<file path="src/rtl/vbw_pipe_simd_adder.sv">
// Two-stage pipelined SIMD adder/subtractor: WIDTH bits split at run time into equal lanes of 8..WIDTH bits.
// Optional unsigned per-lane saturation is compiled in when VBW_SAT_EN is defined.
module vbw_pipe_simd_adder #(
  parameter int WIDTH = 64
) (
  input  logic                      clk,
  input  logic                      rst_n,
  input  logic                      in_valid,
  output logic                      in_ready,
  input  logic [WIDTH-1:0]          a,
  input  logic [WIDTH-1:0]          b,
  input  logic [WIDTH/8-1:0]        ci,
  input  logic [$clog2(WIDTH/8):0]  mode,
  input  logic                      sub,
  input  logic                      sat,
  output logic                      out_valid,
  input  logic                      out_ready,
  output logic [WIDTH-1:0]          s,
  output logic [WIDTH/8-1:0]        co
);

  localparam int NSEG   = WIDTH / 8;
  localparam int LOG2N  = $clog2(NSEG);
  localparam int MODE_W = LOG2N + 1;

  logic advance;
  assign advance  = out_ready | ~out_valid;
  assign in_ready = advance;

  // seg_mask = segments-per-lane minus one; out-of-range modes collapse to 8-bit lanes
  logic [MODE_W-1:0] mode_eff;
  logic [MODE_W-1:0] seg_mask;
  always_comb begin
    mode_eff = (mode > MODE_W'(LOG2N)) ? MODE_W'(LOG2N) : mode;
    seg_mask = MODE_W'((NSEG >> mode_eff) - 1);
  end

  logic [NSEG*9-1:0] sum0_next, sum1_next;
  logic [NSEG-1:0]   lsb_next, msb_next, cin_next;

  generate
    for (genvar gi = 0; gi < NSEG; gi++) begin : g_seg
      logic [7:0] a_seg, b_seg;
      assign a_seg = a[8*gi +: 8];
      assign b_seg = b[8*gi +: 8] ^ {8{sub}};
      assign sum0_next[9*gi +: 9] = {1'b0, a_seg} + {1'b0, b_seg};
      assign sum1_next[9*gi +: 9] = {1'b0, a_seg} + {1'b0, b_seg} + 9'd1;
      assign lsb_next[gi] = (MODE_W'(gi) & seg_mask) == '0;
      assign msb_next[gi] = (MODE_W'(gi) & seg_mask) == seg_mask;
      assign cin_next[gi] = sub | ci[gi];
    end
  endgenerate

  logic              valid1_reg;
  logic [NSEG*9-1:0] sum0_reg, sum1_reg;
  logic [NSEG-1:0]   lsb_reg, msb_reg, cin_reg;
`ifdef VBW_SAT_EN
  logic              sub1_reg, sat1_reg;
`endif

  always_ff @(posedge clk or negedge rst_n) begin
    if (!rst_n) begin
      valid1_reg <= 1'b0;
      sum0_reg   <= '0;
      sum1_reg   <= '0;
      lsb_reg    <= '0;
      msb_reg    <= '0;
      cin_reg    <= '0;
`ifdef VBW_SAT_EN
      sub1_reg   <= 1'b0;
      sat1_reg   <= 1'b0;
`endif
    end else if (advance) begin
      valid1_reg <= in_valid;
      if (in_valid) begin
        sum0_reg <= sum0_next;
        sum1_reg <= sum1_next;
        lsb_reg  <= lsb_next;
        msb_reg  <= msb_next;
        cin_reg  <= cin_next;
`ifdef VBW_SAT_EN
        sub1_reg <= sub;
        sat1_reg <= sat;
`endif
      end
    end
  end

  // Carry-select chain: the carry is replaced by the lane carry-in at every lane LSB
  logic [WIDTH-1:0] sum_next;
  logic [NSEG-1:0]  cout_next;
  always_comb begin
    logic       c_chain, c_in;
    logic [8:0] seg;
    sum_next  = '0;
    cout_next = '0;
    c_chain   = 1'b0;
    c_in      = 1'b0;
    seg       = '0;
    for (int j = 0; j < NSEG; j++) begin
      c_in = lsb_reg[j] ? cin_reg[j] : c_chain;
      seg  = c_in ? sum1_reg[9*j +: 9] : sum0_reg[9*j +: 9];
      sum_next[8*j +: 8] = seg[7:0];
      cout_next[j]       = seg[8];
      c_chain            = seg[8];
    end
  end

  logic [WIDTH-1:0] s_next;
`ifdef VBW_SAT_EN
  // Walk down from each lane MSB so every segment sees its own lane's carry
  always_comb begin
    logic lane_c;
    s_next = sum_next;
    lane_c = 1'b0;
    for (int j = NSEG - 1; j >= 0; j--) begin
      if (msb_reg[j]) lane_c = cout_next[j];
      if (sat1_reg && (lane_c ^ sub1_reg)) s_next[8*j +: 8] = sub1_reg ? 8'h00 : 8'hFF;
    end
  end
`else
  logic unused_sat;
  assign unused_sat = sat;
  assign s_next     = sum_next;
`endif

  logic             out_valid_reg;
  logic [WIDTH-1:0] s_reg;
  logic [NSEG-1:0]  co_reg;

  always_ff @(posedge clk or negedge rst_n) begin
    if (!rst_n) begin
      out_valid_reg <= 1'b0;
      s_reg         <= '0;
      co_reg        <= '0;
    end else if (advance) begin
      out_valid_reg <= valid1_reg;
      if (valid1_reg) begin
        s_reg  <= s_next;
        co_reg <= cout_next & msb_reg;
      end
    end
  end

  assign out_valid = out_valid_reg;
  assign s         = s_reg;
  assign co        = co_reg;

endmodule
</file>
<file path="config.mk">
export PLATFORM = sky130hd
export DESIGN_NAME = vbw_pipe_simd_adder
export DESIGN_NICKNAME = d
export VERILOG_FILES = /design/src/rtl/vbw_pipe_simd_adder.sv
export SDC_FILE = /design/constraint.sdc
export NUM_CORES = 1
export LEC_CHECK = 0
export ABC_AREA = 1
export CAP_MARGIN = 15
export CELL_PAD_IN_SITES_DETAIL_PLACEMENT = 0
export CELL_PAD_IN_SITES_GLOBAL_PLACEMENT = 1
export CORE_UTILIZATION = 36
export DETAILED_ROUTE_END_ITERATION = 8
export DONT_BUFFER_PORTS = 1
export PLACE_DENSITY = 0.67
export SYNTH_ARGS = -nofsm -noshare
export SYNTH_HDL_FRONTEND = slang
export SYNTH_SLANG_ARGS = --single-unit
export TNS_END_PERCENT = 30
</file>
<file path="constraint.sdc">
create_clock -name clk -period 2.3 [get_ports clk]
set_input_delay 0.115 -clock clk [delete_from_list [all_inputs] [get_ports clk]]
set_output_delay 0.115 -clock clk [all_outputs]
set_load 0.05 [all_outputs]
</file>
# After elaboration in Yosys (flattened, before gate mapping)
# Cells that the tools add are included.
# word_totals
output_inout_bits,74
register_bits,242
elab_cells,81
# op_classes
n_shift,1
muxes,17
addsub,17
magnitude_cmp,1
reduce_logical,16
bitwise_logic,20
# ops
cell,count
adder 8 x 8 -> 9 bit,8
"adder 9 x 1 -> 9 bit, second input constant",8
two-way mux 9 bit,8
bitwise XOR 8 bit,8
zero test 4 bit,8
zero test 3 bit,3
bitwise OR 1 bit,9
bitwise AND 8 bit,1
two-way mux 1 bit,8
zero test 2 bit,3
"> comparator 4 x 2 -> 1 bit, second input constant",1
two-way mux 4 bit,1
AND reduction 2 bit,2
">> shifter 4 x 4 -> 4 bit, first input constant",1
"subtractor 4 x 2 -> 4 bit, second input constant",1
inverter 1 bit,2

# Depth between registers and ports, before layout
# Gate-level depths: netlist (run 1).
# depth
depth_word,17
depth_mapped,19
ltp_nobuf,19

# Worst setup path before layout (run 1)
# Ideal clock, no wire load.
# synth_timing
path_type,input -> register
from,input sub
to,register sum1_reg[44]
setup_ps,128
t_arrival_ps,2812
path_buffers,2
slack_ps,-640
cell_stages,16
path_cell_list,clkbuf_1 > buf_1 > xor2_1 > ha_1 > inv_1 > fa_1 > inv_1 > ha_1 > inv_1 > nor3_1 > inv_1 > nor2_1 > nand2_1 > o21ai_0 > a21boi_0 > o21ai_0
# synth_via
elab_chain_cells,3
# synth_rtl
element,line_no,text
"start, declared",14,"input logic sub,"
bitwise XOR 8 bit,45,assign b_seg = b[8*gi +: 8] ^ {8{sub}};
adder 8 x 8 -> 9 bit,-,
net sum0_next[37],38,"logic [NSEG*9-1:0] sum0_next, sum1_next;"
adder 9 x 1 -> 9 bit,47,"assign sum1_next[9*gi +: 9] = {1'b0, a_seg} + {1'b0, b_seg} + 9'd1;"
"end signal, assigned",77,sum1_reg <= sum1_next;
"end, declared",55,"logic [NSEG*9-1:0] sum0_reg, sum1_reg;"
# The timed path passes the listed nets, and every way through them passes these cells.
# A chain may end at the register's enable or synchronous reset.

# Final worst setup path (run 1)
# layout_timing
from,register lsb_reg[0]
to,"register s_reg[62], in the netlist s[62]"
# layout_via
elab_chain_cells,16
# layout_rtl
element,line_no,text
"start, declared",56,"logic [NSEG-1:0] lsb_reg, msb_reg, cin_reg;"
"start signal, assigned",78,lsb_reg <= lsb_next;
two-way mux 1 bit,101,c_in = lsb_reg[j] ? cin_reg[j] : c_chain;
two-way mux 9 bit,102,seg = c_in ? sum1_reg[9*j +: 9] : sum0_reg[9*j +: 9];
two-way mux 1 bit,101,
two-way mux 9 bit,102,
two-way mux 1 bit,101,
two-way mux 9 bit,102,
two-way mux 1 bit,101,
two-way mux 9 bit,102,
two-way mux 1 bit,101,
two-way mux 9 bit,102,
two-way mux 1 bit,101,
two-way mux 9 bit,102,
two-way mux 1 bit,101,
two-way mux 9 bit,102,
two-way mux 1 bit,101,
two-way mux 9 bit,102,
"end signal, assigned",139,s_reg <= s_next;
"end, declared",128,logic [WIDTH-1:0] s_reg;
# Every way passes these cells.

==> results of run 1 <==
[report_power, final]
group / switching (mW) / internal, mW / leakage, nW
Clock: 1.84 / 2.82 / 0.474
Combinational: 3.05 / 2.28 / 4.68
Sequential: 3.18 / 5.62 / 2.95
[area by class of cell]
cell class | count | area (um^2)
Timing Repair Buffer | 138 | 1224
Tap cell | 511 | 639.4
Clock inverter | 8 | 98.84
Sequential cell | 242 | 6057
Antenna cell | 2 | 5.005
Fill cell | 3784 | 20730
Multi-Input combinational cell | 1199 | 7520
Inverter | 162 | 611.8
Clock buffer | 44 | 872.1
[cell usage after synthesis (3+ instances only)]
library cell / count / share of area (%)
clkbuf_1: 51 / 1.4
a21oi_1: 78 / 2.8
nand2_2: 6 / 0.27
buf_1: 6 / 0.16
nor2_1: 111 / 3.0
nand3_1: 71 / 2.6
nand3_2: 19 / 1.4
and2_1: 8 / 0.36
nor3_1: 8 / 0.29
dfrtp_1: 242 / 44
nand2_1: 364 / 9.9
o21a_1: 6 / 0.33
o21bai_1: 4 / 0.22
ha_1: 74 / 6.7
inv_1: 162 / 4.4
or2_2: 13 / 0.59
a21o_1: 12 / 0.65
nand2_4: 3 / 0.24
nand3_4: 12 / 1.5
a21boi_0: 4 / 0.22
xnor2_1: 41 / 2.6
o21ai_0: 246 / 8.9
o31ai_1: 20 / 1.1
xor2_1: 81 / 5.1
fa_1: 8 / 1.2
[critical path, stage by stage (launching register included)]
cell and delay [ns]:
dfrtp_1 0.41, nand2_2 0.11, nand2_4 0.07, nand3_4 0.09, nand2_4 0.07, nand2_4 0.07
nand3_4 0.09, nand3_4 0.08, nand3_4 0.10, nand3_4 0.09, nand3_4 0.11, nand3_4 0.09
nand3_4 0.12, nand3_4 0.09, nand3_4 0.14, nand3_4 0.13, nand3_4 0.15, nand3_2 0.12
nand3_2 0.07, nand2_1 0.06
[timing repair]
action / in CTS / in global routing
cloned: 2 / 0
resized for setup: 14 / 36
pin swaps: 13 / 23
endpoints found under the setup margin: 15 / 28
hold endpoints to repair: 303 / 242
buffers inserted: 4 / 5
[worst paths after layout]
kind / start / to / slack [ns] / depth (start not counted)
setup / recovery: lsb_reg[0] / s[62] / -0.05 / 19
hold reg to reg: msb_reg[7] / msb_reg[7] / 0.45 / 2
setup reg to reg: lsb_reg[0] / s[62] / -0.05 / 19
min in group clk: a[1] / sum0_reg[1] / 0.02 / 4
max in group asynchronous: rst_n / s[16] / 2.64 / 0
hold / removal: rst_n / sum0_reg[58] / -0.74 / 0
[per-stage QoR]
step           std cells  cell area [um^2]  util, %  TNS [ns]  hold WS [ns]
2_1_floorplan       1659             14170        -   -0.6991       -0.1806
3_3_place_gp        2187             15130    40.08   -0.2510       -0.1682
3_5_place_dp        2187             15130    40.08   -0.9098       -0.1686
4_1_cts             2299             16780    44.44   -0.3161       -0.7718
5_1_grt             2306             17030    45.10    -3.404       -0.7603
6_report            2306             17030    45.10   -0.3039       -0.7391
[routing by layer]
layer  wire length [um]  vias up  track usage [%]  part of all wire, %
met4                633        0            4.278                  1.8
met3               1972       42            3.764                  5.5
met2              16640      193            30.81                   46
li1                   -     5654                -                    -
met1              16920     5293            25.52                   47
met5                  0        -                0                    0
[cells by family after synthesis]
kind of cell | Yosys count | synth area share, %
simple gates | 618 | 20.23
compound gates | 375 | 14.48
flops | 242 | 43.74
buf+inv | 220 | 5.991
xor+xnor | 122 | 7.717
fa+ha+maj | 82 | 7.844
==> summary.txt, run 1 <==
Status
  – Status: finished with violations
  – Failing checks: negative hold slack, negative setup slack

STA
  – Final hold slack: -0.7391 ns
  – Crit share post-route: 102.2%
  – Final setup fails: 10
  – Final Max Tran Viols: 0
  – Worst Slack Setup Final: -0.05154 ns
  – Crit path time final: 2.352 ns
  – Worst Max-Slew Pin Slew: ~0.56 ns
  – RSZ-0062 raised after global routing: true
  – Clock skew: around 0.023 ns
  – Achievable Freq: between 400 and 500 MHz
  – Fin. Hold Viols: ~240
  – Slew HR: between 60% and 70%

Detailed routing
  – Vias per std cell: between 4 and 5
  – Router iterations before antenna repair: 5
  – Final ANT Viol Nets: 0
  – DR vias: between 10000 and 15000
  – DR WL/cell: 15.68 um
  – # DRC: 0
  – Initial DRC Count: between 500 and 600
  – DRT Wirelength: 36160 um

CTS
  – CTS tree: yes
  – Root buffer cell: clkbuf_16
  – Clk slew on worst S/H paths: approximately 0.060 ns
  – TritonCTS Buffers: 28
  – Worst-skew pair later-pin latency: around 0.56 ns
  – Post-CTS Hold Buffers: 54
  – CTS max path bufs: 3
  – Clk sinks: between 200 and 250
  – Htree depth: 1

Finish
  – Commonest non-fill, non-tap cell in the layout: nand2_1
  – Layout Nets: ~2000
  – Area grow syn2layout: 22.98%
  – Commonest cells after routing, fill and taps aside: 361 x nand2_1, 241 x dfrtp_1, 227 x o21ai_0, 156 x inv_1, 101 x nor2_1
  – Share of cells above drive strength 1: 14.39%

Place
  – Placer congestion estimate: just over 0.8
  – Pre-CTS setup slack: -0.09728 ns
  – Dpl hpwl: approximately 25000 um
  – Number of port buffers: 0

Worst setup path
  – Worst Setup End Kind: flip-flop
  – Kind of critical path: reg -> reg
  – Maximum fanout along the worst path: 5
  – Worst Setup Start Kind: flip-flop
  – Critical Path RT: 2.80 ns
  – CP Data Arrival Time: approximately 2.9 ns

Logic synthesis
  – Syn Inst Count: 1659
  – Synthesis Warnings: 0
  – Async set or reset register ratio after synthesis: 100.0%
  – Main synth FF type: dfrtp_1
  – Synth cell types: 32
  – Number of flops mapped to enable cells by yosys: 0
  – Mapped Nets: 1887
  – Post-Synthesis Cell Area: 13850 um^2
  – Sequential share of the synthesized area: between 40% and 50%
  – Syn_area_per_cell: between 8 and 9 um^2
  – #FFs+latches synth: about 240

GRT
  – Vias in the first global route: 11270
  – First-pass GRT wire length: between 50000 and 60000 um
  – GRT Overall Usage: 18.83%
  – Largest net degree at the start of global routing: approximately 240
  – Global route total overflow: 0
  – Initial antenna violation count: 2

Floorplan
  – Die Wd: 198.1 um
  – Starting Density: roughly 37%
  – IO Count: between 200 and 250
  – Die height: roughly 200 um
  – Die ar.: 39250 um^2
  – Core area: between 30000 and 40000 um^2
  – Row Count: roughly 70

Worst hold path
  – HP Class: in -> async

Power and ir drop
  – Power per cell area: ~1100 nW/um^2
  – Power Total: 18.79 mW
  – Peak supply drop: around 0.00057 V
  – Lkg Pwr: between 8 and 9 nW

Run
  – Max Cap Viol: 0
(Power assumes the default switching activity.)
==> run 2: changes to the inputs <==
--- a/config.mk
+++ b/config.mk
@@ -5,14 +5,14 @@
 export SDC_FILE = /design/constraint.sdc
 export NUM_CORES = 1
 export LEC_CHECK = 0
-export ABC_AREA = 1
 export CAP_MARGIN = 15
 export CELL_PAD_IN_SITES_DETAIL_PLACEMENT = 0
 export CELL_PAD_IN_SITES_GLOBAL_PLACEMENT = 1
-export CORE_UTILIZATION = 36
+export CORE_UTILIZATION = 42
+export CTS_CLUSTER_DIAMETER = 40
 export DETAILED_ROUTE_END_ITERATION = 8
 export DONT_BUFFER_PORTS = 1
-export PLACE_DENSITY = 0.67
+export PLACE_DENSITY = 0.75
 export SYNTH_ARGS = -nofsm -noshare
 export SYNTH_HDL_FRONTEND = slang
 export SYNTH_SLANG_ARGS = --single-unit
==> summary.txt, run 2 <==
STA
  – RSZ-0062 raised after global routing: true
  – Crit path time final: 3.000 ns (+0.6487 ns)
  – Final hold slack: -0.6902 ns (+0.04893 ns)
  – Clock skew: 0.01713 ns (-0.006122 ns)
  – Achievable Freq: 333.3 MHz (-22%)
  – Final Max Tran Viols: 0 (unchanged)
  – Worst Max-Slew Pin Slew: 0.7277 ns (+0.1695 ns)
  – Fin. Hold Viols: 242 (unchanged)
  – Slew HR: 50.80% (-12 points)
  – Worst Slack Setup Final: -0.7002 ns (-0.6487 ns)
  – Setup TNS: -19.48 ns (-19.18 ns)
  – Crit share post-route: 130.4% (+28 points)
  – Final setup fails: 36 (+26)

CTS
  – Clk sinks: 242 (unchanged)
  – CTS max path bufs: 3 (unchanged)
  – TritonCTS Buffers: 41 (+46%)
  – Clk slew on worst S/H paths: 0.05 ns (about the same)
  – Root buffer cell: clkbuf_16
  – Worst-skew pair later-pin latency: 0.52 ns (-0.04 ns)
  – Htree depth: 2 (+1)
  – CTS tree: yes

Place
  – DP Area: 15040 um^2 (-0.64%)
  – Placer congestion estimate: 0.8107 (+0.58%)
  – Number of port buffers: 0 (unchanged)
  – Dpl hpwl: 21830 um (-11%)

Logic synthesis
  – Area contributors post-synth: dfrtp_1 45%, nand2_1 11%, ha_1 6.8%
  – XOR/XNOR share of the synthesized area: 10.07% (+2.4 points)
  – Synthesis Warnings: 0 (unchanged)
  – Syn_area_per_cell: 9.114 um^2 (+9.2%)
  – Mapped Nets: 1716 (-9.1%)
  – Syn Inst Count: 1488 (-10%)
  – Post-synth top cells: 382 x nand2_1, 242 x dfrtp_1, 184 x o21ai_0, 93 x xor2_1, 74 x ha_1
  – Main synth FF type: dfrtp_1
  – Synth Area in Compound Gates: 12.27% (-2.2 points)
  – Post-Synthesis Cell Area: 13560 um^2 (-2.1%)
  – Largest family of logic cells by synthesized area: simple AND/OR/NAND/NOR gates
  – Sequential share of the synthesized area: 44.65% (+0.92 points)
  – Area share of fa/ha/maj cells after synthesis: 8.008% (+0.16 points)
  – Count leader, synth: nand2_1
  – Async set or reset register ratio after synthesis: 100.0% (unchanged)
  – Number of flops mapped to enable cells by yosys: 0 (unchanged)
  – Simple-gate area share of the yosys netlist: 15.57% (-4.7 points)
  – Mux contribution to synthesized area: 5.665% (+5.7 points)
  – Synth cell types: 48 (+50%)
  – Leading area contributor after synthesis: dfrtp_1
  – Share of the synthesized area in the top cell type: 44.65% (+0.92 points)
  – #FFs+latches synth: 242 (unchanged)

Power and ir drop
  – Comb pwr share: 26.1% (-2.3 points)
  – Cell-internal power: 12.09 mW (+13%)
  – Peak supply drop: 0.0005476 V (-4.6%)
  – Psw: 7.865 mW (-2.5%)
  – Power per cell area: 1178 nW/um^2 (+6.8%)
  – Seq pwr share: 43.4% (-3.4 points)
  – Sw Ratio: 39.41% (-3.5 points)
  – Lkg Pwr: 8.138 nW (+0.48%)
  – Clock network power share: 30.6% (+5.8 points)

Finish
  – Finished Core Util: 53.54% (+8.4 points)
  – Post-Layout Inst Area: 16940 um^2 (-0.53%)
  – Commonest cells after routing, fill and taps aside: 380 x nand2_1, 240 x dfrtp_1, 147 x o21ai_0, 117 x buf_4, 92 x xor2_1
  – Layout Nets: 1856 (-7.2%)
  – Share of cells above drive strength 1: 16.40% (+2.0 points)
  – Multi-input logic area: 7302 um^2 (-2.9%)
  – Reg area: 6058 um^2 (about the same)
  – Fillers: 2876 (-24%)
  – Commonest non-fill, non-tap cell in the layout: nand2_1
  – Area grow syn2layout: 24.89%

Status
  – Status: finished with violations
  – Failing checks: negative hold slack, negative setup slack

Detailed routing
  – Initial DRC Count: 426 (-22%)
  – Router iterations before antenna repair: 5 (unchanged)
  – # DRC: 0 (unchanged)
  – DR vias: 10320 (-7.7%)
  – DR WL/cell: 15.12 um (-3.6%)
  – Final ANT Viol Nets: 0 (unchanged)
  – DRT Wirelength: 31190 um (-14%)
  – Vias per std cell: 5.003 (+3.2%)

GRT
  – GRT Overall Usage: 19.49% (+0.66 points)
  – Met2 Usage GRT: 33.92% (+3.1 points)
  – First-pass GRT wire length: 52360 um (-12%)
  – Initial antenna violation count: 1 (-1)
  – Global route total overflow: 0 (unchanged)
  – Peak-usage layer in the global routing report: met2
  – Vias in the first global route: 10570 (-6.2%)
  – Largest net degree at the start of global routing: 243 (unchanged)
  – GRT met1 Usage: 24.43% (-1.1 points)
  – GR Layer Usage met3: 4.513% (+0.75 points)

Worst setup path
  – Max stage delay cell, worst path: dfrtp_2
  – Worst Setup Start Kind: flip-flop
  – Most frequent CP cell: o31a_1
  – CP Data Arrival Time: 3.38 ns (+0.53 ns)
  – Critical Path RT: 2.68 ns (-0.12 ns)
  – Delay-heaviest family, CP: compound AO/OA/AOI/OAI gates
  – Maximum fanout along the worst path: 5 (unchanged)
  – CP bufs+invs: 1 (+1)
  – CP Cell Sequence: and4bb_1 > nor4b_4 > nor4_4 > o31a_1 > o32a_1 > o31a_1 > o22ai_4 > buf_6 > mux2i_1 > o21ai_1
  – Worst Setup End Kind: flip-flop
  – CP peak stage delay: 0.44 ns (+0.03 ns)
  – Worst setup path startpoint: cin_reg[0]
  – Crit Reg-Reg Startpoint: cin_reg[0]
  – Kind of critical path: reg -> reg

Floorplan
  – Die Wd: 181.7 um (-8.3%)
  – Row Count: 65 (-8.5%)
  – Die ar.: 33010 um^2 (-16%)
  – Core area: 31640 um^2 (-16%)
  – IO Count: 220 (unchanged)
  – Starting Density: 42.87% (+6.2 points)
  – Die height: 181.7 um (-8.3%)

Worst hold path
  – HP Class: in -> async

Run
  – Max Cap Viol: 0 (unchanged)
-- run 2: cell types whose count changed after synthesis, moves of 18 or more --
| cell | previous run | this run |
|---|---|---|
| mux2i_1 | 0 | 70 |
| a21oi_1 | 78 | 34 |
| nor2_1 | 111 | 34 |
| nand2_1 | 364 | 382 |
| xnor2_1 | 41 | 63 |
| o21ai_0 | 246 | 184 |
| nand3_2 | 19 | 0 |
| nand3_1 | 71 | 25 |
| inv_1 | 162 | 68 |
-- run 2: layout make-up --
cell class | count | area share, %
Multi-Input combinational cell | 1113 | 43.11
Clock inverter | 26 | 1.802
Inverter | 68 | 1.507
Timing Repair Buffer | 162 | 8.377
Antenna cell | 1 | 0.01477
Clock buffer | 48 | 6.449
Sequential cell | 242 | 35.77
Tap cell | 402 | 2.970
-- run 2: final timing paths --
check,to,slack [ns],cells past startpoint
min in group clk,sum0_reg[64],0.01,3
max in group asynchronous,cin_reg[0],2.62,0
min,s[27],-0.69,0
min reg2reg,msb_reg[7],0.46,1
max,s[57],-0.70,10
max reg2reg,s[57],-0.70,10
-- run 2: worst register-to-register path: cells and delay by family (launching register included) --
family | cells | cell delay, ns
muxes | 1 | 0.20
buffers and inverters | 1 | 0.17
AOI/OAI and AO/OA | 5 | 1.27
DFF | 1 | 0.44
and+or+nand+nor | 3 | 0.79
-- run 2: stage by stage --
stage	worst slack [ns]	std cells	power [mW]
CTS	-0.7055	2059	20.19
floorplan	-0.4455	1488	11.97
finish	-0.7002	2062	19.96
global placement	-0.7386	1948	13.60
detailed placement	-0.8506	1948	13.76
global route	-0.8738	2062	21.21
-- run 2: routing by layer --
metal / part of all wire [%] / routed length [um]
met5: 0 / 0
met3: 5.3 / 1661
met2: 48 / 15080
met1: 45 / 13990
met4: 1.5 / 459
-- run 2: power by group through the flow --
stage | Combinational [mW] | Clock (mW) | Sequential (mW)
4_1_cts | 5.25 | 6.24 | 8.70
6_report | 5.20 | 6.10 | 8.66
3_5_place_dp | 5.00 | 0 | 8.77
2_1_floorplan | 3.56 | 0 | 8.41
5_1_grt | 5.91 | 6.44 | 8.86
3_3_place_gp | 4.88 | 0 | 8.72
-- run 2: timing repair --
action                     CTS  global route
setup endpoints to repair   45            54
pin swaps                    3             1
gates resized for setup     31             9
buffers inserted             1             1
hold buffers                34             1
gates cloned                 2             0
hold endpoints to repair   276           251
-- run 2: cells by family after synthesis --
| logic type | Yosys count |
|---|---|
| multiplexers | 75 |
| AND/OR/NAND/NOR | 505 |
| adder cells (fa/ha/maj) | 82 |
| buffers and inverters | 133 |
| AO/OA/AOI/OAI | 295 |
| XOR/XNOR | 156 |
| flip-flops | 242 |
==> run 3: changes to the inputs <==
==> constraint.sdc (replaced) <==
create_clock -name clk -period 3.6 [get_ports clk]
set_input_delay 0.18 -clock clk [delete_from_list [all_inputs] [get_ports clk]]
set_output_delay 0.18 -clock clk [all_outputs]
set_load 0.05 [all_outputs]
==> summary.txt, run 3 (synthesis gave the netlist of run 2 again) <==
CTS
  – Root buffer cell: clkbuf_16
  – Worst-skew pair later-pin latency: 0.51 ns (about the same)
  – Post-CTS Resized: 0 (-100%)
  – CTS tree: yes
  – TritonCTS Buffers: 40 (-2.4%)
  – Htree depth: 2 (unchanged)
  – Clk slew on worst S/H paths: 0.05 ns (about the same)
  – Post-CTS Hold Buffers: 23 (-32%)
  – CTS max path bufs: 3 (unchanged)
  – Post-CTS Setup Bufs: 0 (-1)
  – Clk sinks: 242 (unchanged)

STA
  – Final setup fails: 0 (-100%)
  – Slew HR: 43.93% (-6.9 points)
  – Final hold slack: -0.6324 ns (+0.05780 ns)
  – Fin. Hold Viols: 242 (unchanged)
  – Crit share post-route: 89.20% (-41 points)
  – RSZ-0062 raised after global routing: false
  – Worst Max-Slew Pin Slew: 0.8410 ns (+0.1133 ns)
  – Crit path time final: 3.211 ns (+0.2111 ns)
  – Setup TNS: 0 ns (+19.48 ns)
  – Final Max Tran Viols: 0 (unchanged)
  – Achievable Freq: 311.4 MHz (-6.6%)
  – Clock skew: 0.01439 ns (-0.002744 ns)
  – Worst Slack Setup Final: 0.3887 ns (+1.089 ns)

Worst setup path
  – RR Endpoint: s[36]
  – Reg2reg setup slack: 0.39 ns (+1.09 ns)
  – Kind of critical path: reg -> reg
  – Critical Path RT: 3.98 ns (+1.30 ns)
  – Crit Reg-Reg Startpoint: lsb_reg[0]
  – Maximum fanout along the worst path: 9 (+4)
  – CP Data Arrival Time: 3.59 ns (+0.21 ns)
  – Worst Setup End Kind: flip-flop
  – Reg2reg path depth: 8 (-2)
  – Worst Setup Start Kind: flip-flop

Place
  – Pre-CTS setup slack: 0.3926 ns (+1.243 ns)
  – Number of port buffers: 0 (unchanged)
  – DP Cell Count: 1839 (-5.6%)
  – Dpl hpwl: 20840 um (-4.6%)
  – Placer congestion estimate: 0.7703 (-5.0%)

Finish
  – Commonest non-fill, non-tap cell in the layout: nand2_1
  – Fillers: 3043 (+5.8%)
  – Reg area: 6056 um^2 (about the same)
  – Area grow syn2layout: 14.36%
  – Final std cells w/o fill: 1935 (-6.2%)
  – Multi-input logic area: 7018 um^2 (-3.9%)
  – Commonest cells after routing, fill and taps aside: 380 x nand2_1, 242 x dfrtp_1, 184 x o21ai_0, 93 x xor2_1, 74 x ha_1
  – Share of cells above drive strength 1: 6.136% (-10 points)
  – Layout Nets: 1730 (-6.8%)

Status
  – Status: finished with violations
  – Failing checks: negative hold slack

Floorplan
  – Starting Density: 42.87% (unchanged)
  – Die height: 181.7 um (unchanged)
  – Die Wd: 181.7 um (unchanged)
  – Row Count: 65 (unchanged)
  – Core area: 31640 um^2 (unchanged)
  – IO Count: 220 (unchanged)
  – Die ar.: 33010 um^2 (unchanged)

GRT
  – GRT Overall Usage: 18.73% (-0.76 points)
  – Global route total overflow: 0 (unchanged)
  – Vias in the first global route: 9984 (-5.5%)
  – Initial antenna violation count: 1 (unchanged)
  – First-pass GRT wire length: 50050 um (-4.4%)
  – Largest net degree at the start of global routing: 243 (unchanged)

Power and ir drop
  – Peak supply drop: 0.0003362 V (-39%)
  – Lkg Pwr: 7.402 nW (-9.1%)
  – Power per cell area: 765.6 nW/um^2 (-35%)

Run
  – Max Cap Viol: 0 (unchanged)

Detailed routing
  – Router iterations before antenna repair: 4 (-1)
  – DRT Wirelength: 30160 um (-3.3%)
  – DR vias: 9732 (-5.7%)
  – Vias per std cell: 5.029 (+0.53%)
  – DR WL/cell: 15.59 um (+3.1%)
  – Initial DRC Count: 284 (-33%)
  – Final ANT Viol Nets: 0 (unchanged)
  – # DRC: 0 (unchanged)

Worst hold path
  – HP Class: in -> async
## run 3: changes by cell type in the layout (fill, tap and decap cells not counted), moves of 10 or more
cell           before  now
buf_4             117   11
o21ai_0           147  184
o21ai_1            48   11
dlygate4sd3_1      35   23
nor3_1              9   20
a21boi_0            1   11
nor3_2             12    2
## run 3: worst max path at each step
stage	startpoint	to	slack, ns	cells past startpoint
after floorplan	sub	sum1_reg[71]	0.25	15
after global placement	lsb_reg[0]	s[45]	0.47	8
after detailed placement	lsb_reg[0]	s[46]	0.39	8
after CTS	lsb_reg[0]	s[46]	0.37	8
after global routing	lsb_reg[0]	s[36]	0.12	8
final	lsb_reg[0]	s[36]	0.39	8
## run 3: area by class of cell
cell class / count / share of cell area (%)
clock inverter: 19 / 1.097
timing repair buffer: 37 / 2.404
sequential: 242 / 39.04
multi-input combinational: 1113 / 45.25
antenna: 1 / 0.01613
clock buffer: 53 / 7.301
tap: 402 / 3.243
inverter: 68 / 1.646
## run 3: routing by layer
metal  global-route usage (%)  routed length (um)  vias to the layer above  part of all wire [%]
met4                    4.576                 490                        0                   1.6
met3                    4.352                1610                       37                   5.3
li1                         -                   -                     4983                     -
met2                    31.38               13950                      199                    46
met1                    24.41               14110                     4513                    47
met5                        0                   0                        -                     0
## run 3: critical path: stages (launching register included)
cell	delay [ns]
dfrtp_1	0.42
a21bo_1	0.23
a311o_1	0.36
o2111a_1	0.32
o31a_1	0.38
nor3_1	0.39
nand2b_1	0.60
mux2i_1	0.28
o21ai_0	0.10
## run 3: metrics by stage
stage	area (um^2)	total power, mW	utilization, %
5_1_grt	15510	12.61	49.03
3_3_place_gp	13970	8.191	44.17
4_1_cts	15510	12.03	49.02
3_5_place_dp	13970	8.293	44.17
2_1_floorplan	13560	7.549	-
6_report	15510	11.87	49.03
## run 3: power breakdown
part,total [mW],switching (mW),internal (mW)
registers,5.54,1.95,3.59
logic,2.68,1.51,1.17
clock network,3.66,1.35,2.31
total,11.9,4.81,7.07
